===== src/rtl/inst_dispatch.sv =====
// Instruction dispatcher: decodes the FIFO head and waits for the target unit and its dependencies to be idle.
// It then issues a one-cycle configuration pulse with a registered payload and pops the FIFO.
//
// state  | meaning
// S_WAIT | head examined each cycle, issue once target and dependencies are idle
// S_GAP  | bubble after a pop so the FIFO advances and the target drops idle
// S_HALT | HALT consumed, parked until go
module inst_dispatch #(
   parameter int INST_LEN = 160,
   parameter int OP_LEN   = 4,
   parameter int N_LD     = 2,
   parameter int CNT_LEN  = 16,
   localparam int PAY_LEN = INST_LEN - OP_LEN - N_LD - 1
) (
   input  logic                clk,
   input  logic                rst_n,
   input  logic [INST_LEN-1:0] instruct,
   input  logic                inst_empty,
   output logic                inst_req,
   input  logic                cmp_idle,
   output logic                cmp_conf,
   input  logic [N_LD-1:0]     ld_idle,
   output logic [N_LD-1:0]     ld_conf,
   output logic [PAY_LEN-1:0]  payload,
   input  logic                go,
   output logic                halted,
   output logic                err_illegal,
   output logic [CNT_LEN-1:0]  inst_count
);

   localparam logic [OP_LEN-1:0] OP_CMP   = '0;
   localparam logic [OP_LEN-1:0] OP_FENCE = OP_LEN'((1 << OP_LEN) - 2);
   localparam logic [OP_LEN-1:0] OP_HALT  = OP_LEN'((1 << OP_LEN) - 1);

   typedef enum logic [1:0] {
      S_WAIT = 2'd0,
      S_GAP  = 2'd1,
      S_HALT = 2'd2
   } state_t;

   state_t state, state_nx;

   logic [OP_LEN-1:0]  op;
   logic [N_LD:0]      dep;
   logic [PAY_LEN-1:0] pay;
   logic [N_LD:0]      idle_vec;
   logic [N_LD-1:0]    ld_sel;
   logic               is_cmp, is_ld, deps_ok, tgt_idle;

   logic               cmp_conf_nx, inst_req_nx, halted_nx, err_nx, pay_ld;
   logic [N_LD-1:0]    ld_conf_nx;

   assign op       = instruct[OP_LEN-1:0];
   assign dep      = instruct[OP_LEN+N_LD:OP_LEN];
   assign pay      = instruct[INST_LEN-1:OP_LEN+N_LD+1];
   assign idle_vec = {cmp_idle, ld_idle};
   assign is_cmp   = (op == OP_CMP);
   assign is_ld    = (op != OP_CMP) && (op <= OP_LEN'(N_LD));
   // a set dep bit that names the target itself is already covered by tgt_idle
   assign deps_ok  = &(idle_vec | ~dep);
   assign tgt_idle = is_cmp ? cmp_idle : |(ld_sel & ld_idle);

   always_comb begin
      ld_sel = '0;
      for (int k = 0; k < N_LD; k++)
         ld_sel[k] = (op == OP_LEN'(k + 1));
   end

   always_ff @(posedge clk or negedge rst_n) begin
      if (!rst_n) state <= S_WAIT;
      else        state <= state_nx;
   end

   always_comb begin
      state_nx    = state;
      cmp_conf_nx = 1'b0;
      ld_conf_nx  = '0;
      inst_req_nx = 1'b0;
      pay_ld      = 1'b0;
      halted_nx   = halted;
      err_nx      = err_illegal;
      case (state)
         S_WAIT: begin
            if (!inst_empty) begin
               if (is_cmp || is_ld) begin
                  if (tgt_idle && deps_ok) begin
                     cmp_conf_nx = is_cmp;
                     ld_conf_nx  = ld_sel;
                     inst_req_nx = 1'b1;
                     pay_ld      = 1'b1;
                     state_nx    = S_GAP;
                  end
               end else if (op == OP_FENCE) begin
                  if (&idle_vec) begin
                     inst_req_nx = 1'b1;
                     state_nx    = S_GAP;
                  end
               end else if (op == OP_HALT) begin
                  inst_req_nx = 1'b1;
                  halted_nx   = 1'b1;
                  state_nx    = S_HALT;
               end else begin
                  inst_req_nx = 1'b1;
                  err_nx      = 1'b1;
                  state_nx    = S_GAP;
               end
            end
         end
         S_GAP: state_nx = S_WAIT;
         S_HALT: begin
            if (go) begin
               halted_nx = 1'b0;
               state_nx  = S_WAIT;
            end
         end
         default: state_nx = S_WAIT;
      endcase
   end

   always_ff @(posedge clk or negedge rst_n) begin
      if (!rst_n) begin
         cmp_conf    <= 1'b0;
         ld_conf     <= '0;
         inst_req    <= 1'b0;
         payload     <= '0;
         halted      <= 1'b0;
         err_illegal <= 1'b0;
         inst_count  <= '0;
      end else begin
         cmp_conf    <= cmp_conf_nx;
         ld_conf     <= ld_conf_nx;
         inst_req    <= inst_req_nx;
         halted      <= halted_nx;
         err_illegal <= err_nx;
         if (pay_ld)      payload    <= pay;
         if (inst_req_nx) inst_count <= inst_count + 1'b1;
      end
   end

endmodule


===== config.mk =====
export PLATFORM = sky130hd
export DESIGN_NAME = inst_dispatch
export DESIGN_NICKNAME = d
export VERILOG_FILES = /design/src/rtl/inst_dispatch.sv
export SDC_FILE = /design/constraint.sdc
export NUM_CORES = 1
export LEC_CHECK = 0
export BUFFER_PORTS_ARGS = -buffer_cell sky130_fd_sc_hd__buf_2
export CAP_MARGIN = 10
export CORE_MARGIN = 10
export CORE_UTILIZATION = 49
export CTS_CLUSTER_DIAMETER = 80
export DETAILED_ROUTE_END_ITERATION = 10
export PLACE_DENSITY = 0.83
export SLEW_MARGIN = 15
export SYNTH_ARGS = -nofsm -noshare
export SYNTH_HDL_FRONTEND = slang
export SYNTH_SLANG_ARGS = --single-unit

===== constraint.sdc =====
create_clock -name clk -period 4.6 [get_ports clk]
set_input_delay 0.92 -clock clk [delete_from_list [all_inputs] [get_ports clk]]
set_output_delay 0.92 -clock clk [all_outputs]
set_load 0.05 [all_outputs]

Word-level counts from Yosys, hierarchy flattened
Index checks and enable logic that the tools add are counted.
Word-level totals
  output and inout bits: 175
  register bits after elaboration: 177
  word-level logic and storage cells: 74
Cells by class
  reductions and logical operators: 13
  eq/ne operators: 12
  bitwise gates (word level): 7
  mux-type cells: 32
  add/subtract/negate cells: 1
  $lt $le $gt $ge: 1
Operators with widths (count)
  2-to-1 mux 2 bit: 11
  2-to-1 mux 1 bit: 19
  adder 16 x 1 -> 16 bit (second input constant): 1
  != test 2 bit (second input constant): 5
  equality test 4 bit (second input constant): 2
  AND reduction 3 bit: 2
  AND reduction 6 bit: 1
  AND reduction 5 bit: 1
  equality test 4 x 1 -> 1 bit (second input constant): 1
  equality test 4 x 2 -> 1 bit (second input constant): 1
  less-or-equal comparator 4 x 2 -> 1 bit (second input constant): 1
  zero test 4 bit: 1
  != test 4 bit (second input constant): 1
  inverter 1 bit: 4
  one-hot mux 2 bit (2 select lines): 1
  AND reduction 4 bit: 1
  nonzero test 4 bit: 1
  != test 3 bit (second input constant): 1
  inverter 3 bit: 1
  bitwise OR 3 bit: 1
  AND 2 bit: 1
  equality test 2 bit (second input constant): 1
  logical AND 1 bit: 2
  zero test 2 bit: 1
  other kinds (4): 4

Logic depth before layout (Yosys ltp)
Gate-level depths: netlist (run 1).
  depth in word-level cells: 9
  mapped depth: 7
  depth with buffers taken out: 5

Worst setup path before layout (run 1)
No wires, ideal clock.
  kind: input to register
  start: input port instruct[0]
  end: register payload[28]
  buffers on the path: 3
  stages: 7
  setup slack: 2.238 ns
  setup time: 0.128 ns
  data arrival time: 2.234 ns
  data required time: 4.472 ns
  path through: buf_2 o21ba_1 a221oi_2 nand4_1 buf_2 buf_6 mux2_1
Between the ends
  cells in the longest elaborated chain, start to end: 9
  elaborated cells on any way between the ends: 15
  those cells by class: order compare: 1; eq/ne: 2; mux: 5; bitwise: 1; reduce/logical: 6
Ends and longest elaborated chain
  from (decl): line 17  | input logic [INST_LEN-1:0] instruct,
  equality test 4 x 1 -> 1 bit or equality test 4 x 2 -> 1 bit (tied branches): line 66  | ld_sel[k] = (op == OP_LEN'(k + 1));
  AND 2 bit: line 61  | assign tgt_idle = is_cmp ? cmp_idle : |(ld_sel & ld_idle);
  OR reduction 2 bit: line 61
  2-to-1 mux 1 bit: line 61
  logical AND 1 bit: line 86  | if (tgt_idle && deps_ok) begin
  2-to-1 mux 1 bit: line 86
  2-to-1 mux 1 bit (*): line 85  | if (is_cmp || is_ld) begin
  2-to-1 mux 1 bit (*): line 84  | if (!inst_empty) begin
  2-to-1 mux 1 bit (*): line 82  | case (state)
  to (signal assigned): line 135  | if (pay_ld) payload <= pay;
  to (decl): line 24  | output logic [PAY_LEN-1:0] payload,
Mark *: on every way between the ends. The rest lies on a longest branch, timed or not.
A chain may end at the register's enable or synchronous reset.

Worst setup path in the final report (run 1)
  start: input port instruct[1]
  end: register payload[107]
Same word-level chain as after synthesis.

==> impl_metrics.env, run 1 <==
export IMPL_fin_ws_ns=2.19
export IMPL_start_kind="input port"
export IMPL_r2r_setup_slack_ns=2.45
export IMPL_yosysTopAreaCellShare_pct=64.2
export IMPL_fin_total_pwr_mw=6.11
export IMPL_ant_nets=0
export IMPL_hp_class="flip-flop to flip-flop"
export IMPL_cp_max_fo=69
export IMPL_arrival_ns=2.70
export IMPL_grt_pass1_wl_um=30700
export IMPL_post_route_period_util_pct=52.4
export IMPL_gp_congestion=0.899
export IMPL_final_area_sq_um=9300
export IMPL_peakVddDrop_uv=391
export IMPL_dr_pass1_iters=4
export IMPL_crit_type="input port to flip-flop"
export IMPL_drc_errors=0
export IMPL_end_kind="flip-flop"
export IMPL_stdcell_count=971
export IMPL_postSynthAreaPerCell_sq_um=15.9
export IMPL_post_synth_top_count_cell="dfrtp_1"
export IMPL_nets=945
export IMPL_slew_viol_final=0
export IMPL_whs_path_depth=1
export IMPL_slew_headroom_pct=40.2
export IMPL_cts_tree="done"
export IMPL_synth_seq_cells=177
export IMPL_drive_above_1_share_pct=47.8
export IMPL_pwr_share_clk_pct=23.4
export IMPL_cts_max_level=4
export IMPL_clk_root_buffer_cell="clkbuf_16"
export IMPL_drt_iter0_drc=255
export IMPL_dp_slack_ns=1.77
export IMPL_hold_start="err_illegal$_DFFE_PN0P_"
export IMPL_yosysWarnings=0
export IMPL_vias_per_cell=5.01
export IMPL_postCtsSetupBuffers=0
export IMPL_cts_sinks=177
export IMPL_synth_fp_nets=602
export IMPL_clock_latency_ns=0.42
export IMPL_p_switching_mw=2.73
export IMPL_avgRoutedWirePerCell_um=20.1
export IMPL_gr_total_overflow=0
export IMPL_min_period_ns=2.41
export IMPL_hold_buffers=0
export IMPL_final_hold_violation_count=0
export IMPL_worstPathRequired_ns=4.89
export IMPL_fillerInstances=1000
export IMPL_io_buffers=341
export IMPL_timing_rr_end="payload[107]$_DFFE_PN0P_"
export IMPL_rsz0062_at_grt="no"
export IMPL_synth_cell_types=30
export IMPL_switching_share_pct=44.7
export IMPL_synth_area_leaders="dfrtp_1 64%, mux2_1 25%, buf_6 2.3%"
export IMPL_seq_power_share_pct=36.0
export IMPL_p_per_area_nw_per_um2=657
export IMPL_fin_tns_setup_ns=0
export IMPL_synthesis_area_sq_um=6900
export IMPL_track_usage_pct=20.0
export IMPL_place_inst=938
export IMPL_final_util_pct=67.2
export IMPL_cts_resized_gates=0
export IMPL_comb_power_share_pct=40.6
export IMPL_drv_cap=0
export IMPL_p_int_mw=3.37
export IMPL_core_sq_um=13800
export IMPL_yosysTopAreaCell="dfrtp_1"
export IMPL_leakagePower_nw=5.06
export IMPL_area_delta_synth_final_pct=34.8
export IMPL_grt_pass1_vias=5390
export IMPL_synth_ff_type="dfrtp_1"
export IMPL_finalSetupViolCount=0
export IMPL_status="finished clean"
export IMPL_async_flop_share_pct=100
export IMPL_dpl_cell_area_sq_um=8700
export IMPL_r2r_cells=4
export IMPL_fp_row_count=43
export IMPL_routed_wl_um=19600
export IMPL_fin_skew_ns=0.00902
export IMPL_io_pins=342
export IMPL_grt_max_degree=101
export IMPL_synth_common_cells="177 x dfrtp_1, 154 x mux2_1, 15 x xnor2_1, 14 x buf_6, 13 x nand4_1"
export IMPL_synth_seq_area_share_pct=64.2
export IMPL_fp_dieArea_sq_um=19200
export IMPL_hold_worst_slack_ns=0.476
export IMPL_die_y_um=139
export IMPL_r2r_start="state[0]$_DFFE_PN0P_"
export IMPL_antenna_found_initial=1
export IMPL_fmax_ghz=0.415
export IMPL_synth_cells=434
export IMPL_clk_pin_slew_ns=0.06
export IMPL_hold_end="err_illegal$_DFFE_PN0P_"
export IMPL_place_hpwl_um=15500
export IMPL_synth_edff_count=0
export IMPL_worstMarginPinSlew_ns=0.897
export IMPL_cts_buffers_inserted=17
export IMPL_start_util_pct=49.9
export IMPL_vias=4862
export IMPL_die_x_um=139
export IMPL_clk_path_buf_depth=2
-- final cells by class --
cell class | count | area, sq um | share of cell area (%)
Inverter | 7 | 26.3 | 0.283
Clock buffer | 21 | 470 | 5.06
Timing Repair Buffer | 345 | 1770 | 19.0
Multi-Input combinational cell | 229 | 2250 | 24.2
Antenna cell | 1 | 2.50 | 0.0269
Clock inverter | 11 | 129 | 1.39
Sequential cell | 177 | 4430 | 47.6
Tap cell | 180 | 225 | 2.42
-- cells by family after synthesis --
kind of cell	after synthesis	share of synthesized area, %
AO/OA/AOI/OAI	14	1.51
XOR/XNOR	15	1.90
adder cells (fa/ha/maj)	1	0.181
buffers and inverters	28	3.21
flip-flops	177	64.2
multiplexers	154	25.1
AND/OR/NAND/NOR	45	3.85
-- placed cells by master (no fill, tap or decap), drive strengths merged --
cell	instances
diode	1
a21oi	3
a221oi	1
clkinv	3
nor3b	1
nor2b	2
bufinv	2
o21ai	3
a31o	1
nand2	4
o2111ai	1
and4	3
o21ba	1
or2	1
o41ai	1
nor4	1
a31oi	1
nand4	13
nor3	3
and3	9
xnor2	15
dfrtp	177
mux2	154
clkinvlp	4
buf	345
and2	1
inv	9
nand3	5
o21bai	1
ha	1
o31a	1
clkbuf	21
nor2	2
-- power groups by stage --
stage / logic, mW / registers [mW] / clock network, mW
floorplan: 0.322 / 3.66 / 0
global placement: 2.46 / 2.19 / 0
detailed placement: 2.50 / 2.23 / 0
CTS: 2.51 / 2.20 / 1.46
global route: 2.58 / 2.25 / 1.53
finish: 2.48 / 2.20 / 1.43
-- critical path: stages --
cell and delay (ns):
buf_2 0.16, o21bai_1 0.21, a221oi_2 0.10, nand4_1 0.16
buf_4 0.69, mux2_1 0.40
-- state kept, by name (all words and copies together) (netlist names) --
signal	flops
cmp_conf	1
err_illegal	1
halted	1
inst_count	16
inst_req	1
ld_conf	2
payload	153
state	2
-- how the worst max path moves through the flow --
stage / start / endpoint / slack (ns)
2_1_floorplan: instruct[0] / payload[28]$_DFFE_PN0P_ / 2.24
3_3_place_gp: instruct[1] / payload[103]$_DFFE_PN0P_ / 1.88
3_5_place_dp: instruct[1] / payload[107]$_DFFE_PN0P_ / 1.77
4_1_cts: instruct[1] / payload[107]$_DFFE_PN0P_ / 2.22
5_1_grt: instruct[1] / inst_count[1]$_DFFE_PN0P_ / 2.04
6_report: instruct[1] / payload[107]$_DFFE_PN0P_ / 2.19
-- per-layer routing --
layer  part of all wire [%]  GRT usage, %  vias up
met5                      0             0        -
met4                    1.4          5.77        0
met3                    8.4          7.23       20
met2                     53          36.0      223
met1                     37          21.6     2382
li1                       -             -     2237
(Power assumes the default switching activity.)
==> run 2: changes to the inputs <==
ABC_AREA = 1   (was unset)
CORE_UTILIZATION = 42   (was 49)
PLACE_DENSITY = 0.74   (was 0.83)
clock period = 2.15 ns   (was 4.6 ns; I/O delays follow)
==> run 2 against run 1 <==
Clock skew down 0.0027 ns. Highest routed layer is now met5. Critical endpoint is now inst_count[10]$_DFFE_PN0P_. Global-route usage down 1.2 points. Combinational power rose to 3.0 times the previous value. Worst hold slack worse by 0.24 ns.
==> impl_metrics.env, run 2 <==
export IMPL_status="finished clean"
export IMPL_crit_path_cell_trace="inv_2 > nand2_1 > nor2_4 > buf_4 > nand3_2 > nand2_1 > nand2_1"
export IMPL_final_area_sq_um=9920
export IMPL_drive_above_1_share_pct=32.8
export IMPL_synth_area_leaders="dfrtp_1 60%, nand2_1 11%, inv_1 8.8%"
export IMPL_track_usage_pct=18.8
export IMPL_final_hold_violation_count=0
export IMPL_post_synth_top_count_cell="nand2_1"
export IMPL_dpl_cell_area_sq_um=9350
export IMPL_place_hpwl_um=17200
export IMPL_routed_wl_um=22100
export IMPL_cp_max_fo=18
export IMPL_ant_nets=0
export IMPL_core_sq_um=17400
export IMPL_cts_tree="done"
export IMPL_area_delta_synth_final_pct=33.4
export IMPL_fillerInstances=1589
export IMPL_worstMarginPinSlew_ns=0.606
export IMPL_post_route_period_util_pct=77.8
export IMPL_slew_headroom_pct=59.6
export IMPL_synth_cell_types=23
export IMPL_r2r_start="state[0]$_DFFE_PN0P_"
export IMPL_synth_seq_cells=177
export IMPL_slowest_stage="dfrtp_1"
export IMPL_fp_dieArea_sq_um=23400
export IMPL_synth_cells=854
export IMPL_final_cell_mix="340 x buf_2, 225 x nand2_1, 177 x dfrtp_1"
export IMPL_dr_pass1_iters=5
export IMPL_hp_class="input port to flip-flop"
export IMPL_drv_cap=0
export IMPL_leakagePower_nw=5.95
export IMPL_synth_edff_count=0
export IMPL_drc_errors=0
export IMPL_gp_congestion=0.835
export IMPL_largest_register_ffs=153
export IMPL_slowest_delay_ns=0.40
export IMPL_synth_ff_type="dfrtp_1"
export IMPL_yosysWarnings=0
export IMPL_vias_per_cell=4.50
export IMPL_peakVddDrop_uv=997
export IMPL_crit_type="flip-flop to flip-flop"
export IMPL_start_kind="flip-flop"
export IMPL_gr_total_overflow=0
export IMPL_die_y_um=153
export IMPL_min_period_ns=1.67
export IMPL_postSynthAreaPerCell_sq_um=8.71
export IMPL_clock_latency_ns=0.42
export IMPL_synth_common_cells="225 x nand2_1, 177 x dfrtp_1, 174 x inv_1, 100 x o21ai_1, 60 x o21ai_0"
export IMPL_grt_max_degree=102
export IMPL_clk_path_buf_depth=2
export IMPL_async_flop_share_pct=100
export IMPL_cts_max_level=4
export IMPL_clk_root_buffer_cell="clkbuf_16"
export IMPL_grt_pass1_vias=6629
export IMPL_io_buffers=341
export IMPL_nets=1359
export IMPL_clk_pin_slew_ns=0.07
export IMPL_end_kind="flip-flop"
export IMPL_hold_start="instruct[153]"
export IMPL_cts_sinks=177
export IMPL_p_per_area_nw_per_um2=1570
export IMPL_yosysTopAreaCell="dfrtp_1"
export IMPL_antenna_found_initial=4
export IMPL_cts_buffers_inserted=17
export IMPL_vias=6431
export IMPL_cp_common_cell="nand2_1"
export IMPL_fin_skew_ns=0.00632
export IMPL_worstSetupStartpoint="state[0]$_DFFE_PN0P_"
export IMPL_rsz0062_at_grt="no"
export IMPL_finalSetupViolCount=0
export IMPL_synthesis_area_sq_um=7440
export IMPL_grt_pass1_wl_um=35700
export IMPL_fp_row_count=48
export IMPL_largest_registers="payload: 153 flops, inst_count: 16 flops"
export IMPL_die_x_um=153
export IMPL_io_pins=342
export IMPL_slew_viol_final=0
export IMPL_layout_commonest_cell="buf_2"
export IMPL_worstPathRequired_ns=2.46
export IMPL_arrival_ns=1.98
export IMPL_yosysTopAreaCellShare_pct=59.6
export IMPL_drt_iter0_drc=351
export IMPL_avgRoutedWirePerCell_um=15.5
export IMPL_start_util_pct=42.8
export IMPL_fmax_ghz=0.597
export IMPL_fin_tns_setup_ns=0
export IMPL_synth_fp_nets=1022
export IMPL_regMostFlops="payload"
export IMPL_synth_seq_area_share_pct=59.6
[run 2: final timing paths]
| check | to | cells past startpoint | slack, ns |
|---|---|---|---|
| min reg2reg | payload[151]$_DFFE_PN0P_ | 2 | 0.48 |
| min in group asynchronous | payload[32]$_DFFE_PN0P_ | 2 | 0.52 |
| min | payload[146]$_DFFE_PN0P_ | 3 | 0.23 |
| max | inst_count[10]$_DFFE_PN0P_ | 7 | 0.48 |
| max in group asynchronous | ld_conf[1]$_DFF_PN0_ | 3 | 1.01 |
| max reg2reg | inst_count[10]$_DFFE_PN0P_ | 7 | 0.48 |
[run 2: routing by layer]
layer  up-vias  share of wire (%)  track usage [%]
met5         -               0.10                0
met4         4                2.4             6.86
met3        36                 10             8.31
met2       234                 49             31.1
met1      2872                 39             21.0
li1       3285                  -                -
[run 2: stage by stage]
step,cells,worst slack [ns],hold WS [ns],total power [mW],utilization [%]
2_1_floorplan,854,0.399,0.134,10.6,-
3_3_place_gp,1396,0.320,0.413,12.5,53.8
3_5_place_dp,1396,0.285,0.412,12.7,53.8
4_1_cts,1427,0.468,0.213,15.7,57.2
5_1_grt,1427,0.333,0.229,16.4,57.2
6_report,1429,0.476,0.232,15.5,57.2
[run 2: where the power goes]
| group | switching (mW) | total [mW] | leakage [nW] | internal (mW) |
|---|---|---|---|---|
| clock network | 1.35 | 2.99 | 0.268 | 1.64 |
| logic | 5.80 | 7.34 | 3.34 | 1.54 |
| registers | 0.685 | 5.21 | 2.34 | 4.52 |
| total | 7.83 | 15.5 | 5.95 | 7.70 |
[run 2: critical path: cells and delay by family (launching register included)]
kind                   cells  cell delay (ns)
buffers and inverters      2             0.31
AND/OR/NAND/NOR            5             0.83
flip-flops                 1             0.40
[run 2: layout make-up]
| type | count | area, sq um | area share (%) |
|---|---|---|---|
| antenna | 2 | 5.00 | 0.0504 |
| clock buffer | 18 | 439 | 4.43 |
| clock inverter | 12 | 125 | 1.26 |
| inverter | 176 | 661 | 6.66 |
| multi-input combinational | 463 | 2110 | 21.2 |
| sequential | 177 | 4430 | 44.6 |
| tap | 225 | 282 | 2.84 |
| timing repair buffer | 356 | 1880 | 18.9 |
[run 2: timing repair]
action                                 CTS  global route
endpoints found under the hold margin   42             0
hold buffers                             1             0
buffers inserted                         0             0
gates resized for setup                  0             0
setup endpoints to repair                0             0
[run 2: kinds of logic after synthesis]
| logic type | Yosys count | share of synthesized area, % |
|---|---|---|
| compound gates | 163 | 11.0 |
| buf+inv | 214 | 12.2 |
| flops | 177 | 59.6 |
| fa+ha+maj | 1 | 0.168 |
| xor+xnor | 7 | 0.824 |
| simple gates | 292 | 16.2 |
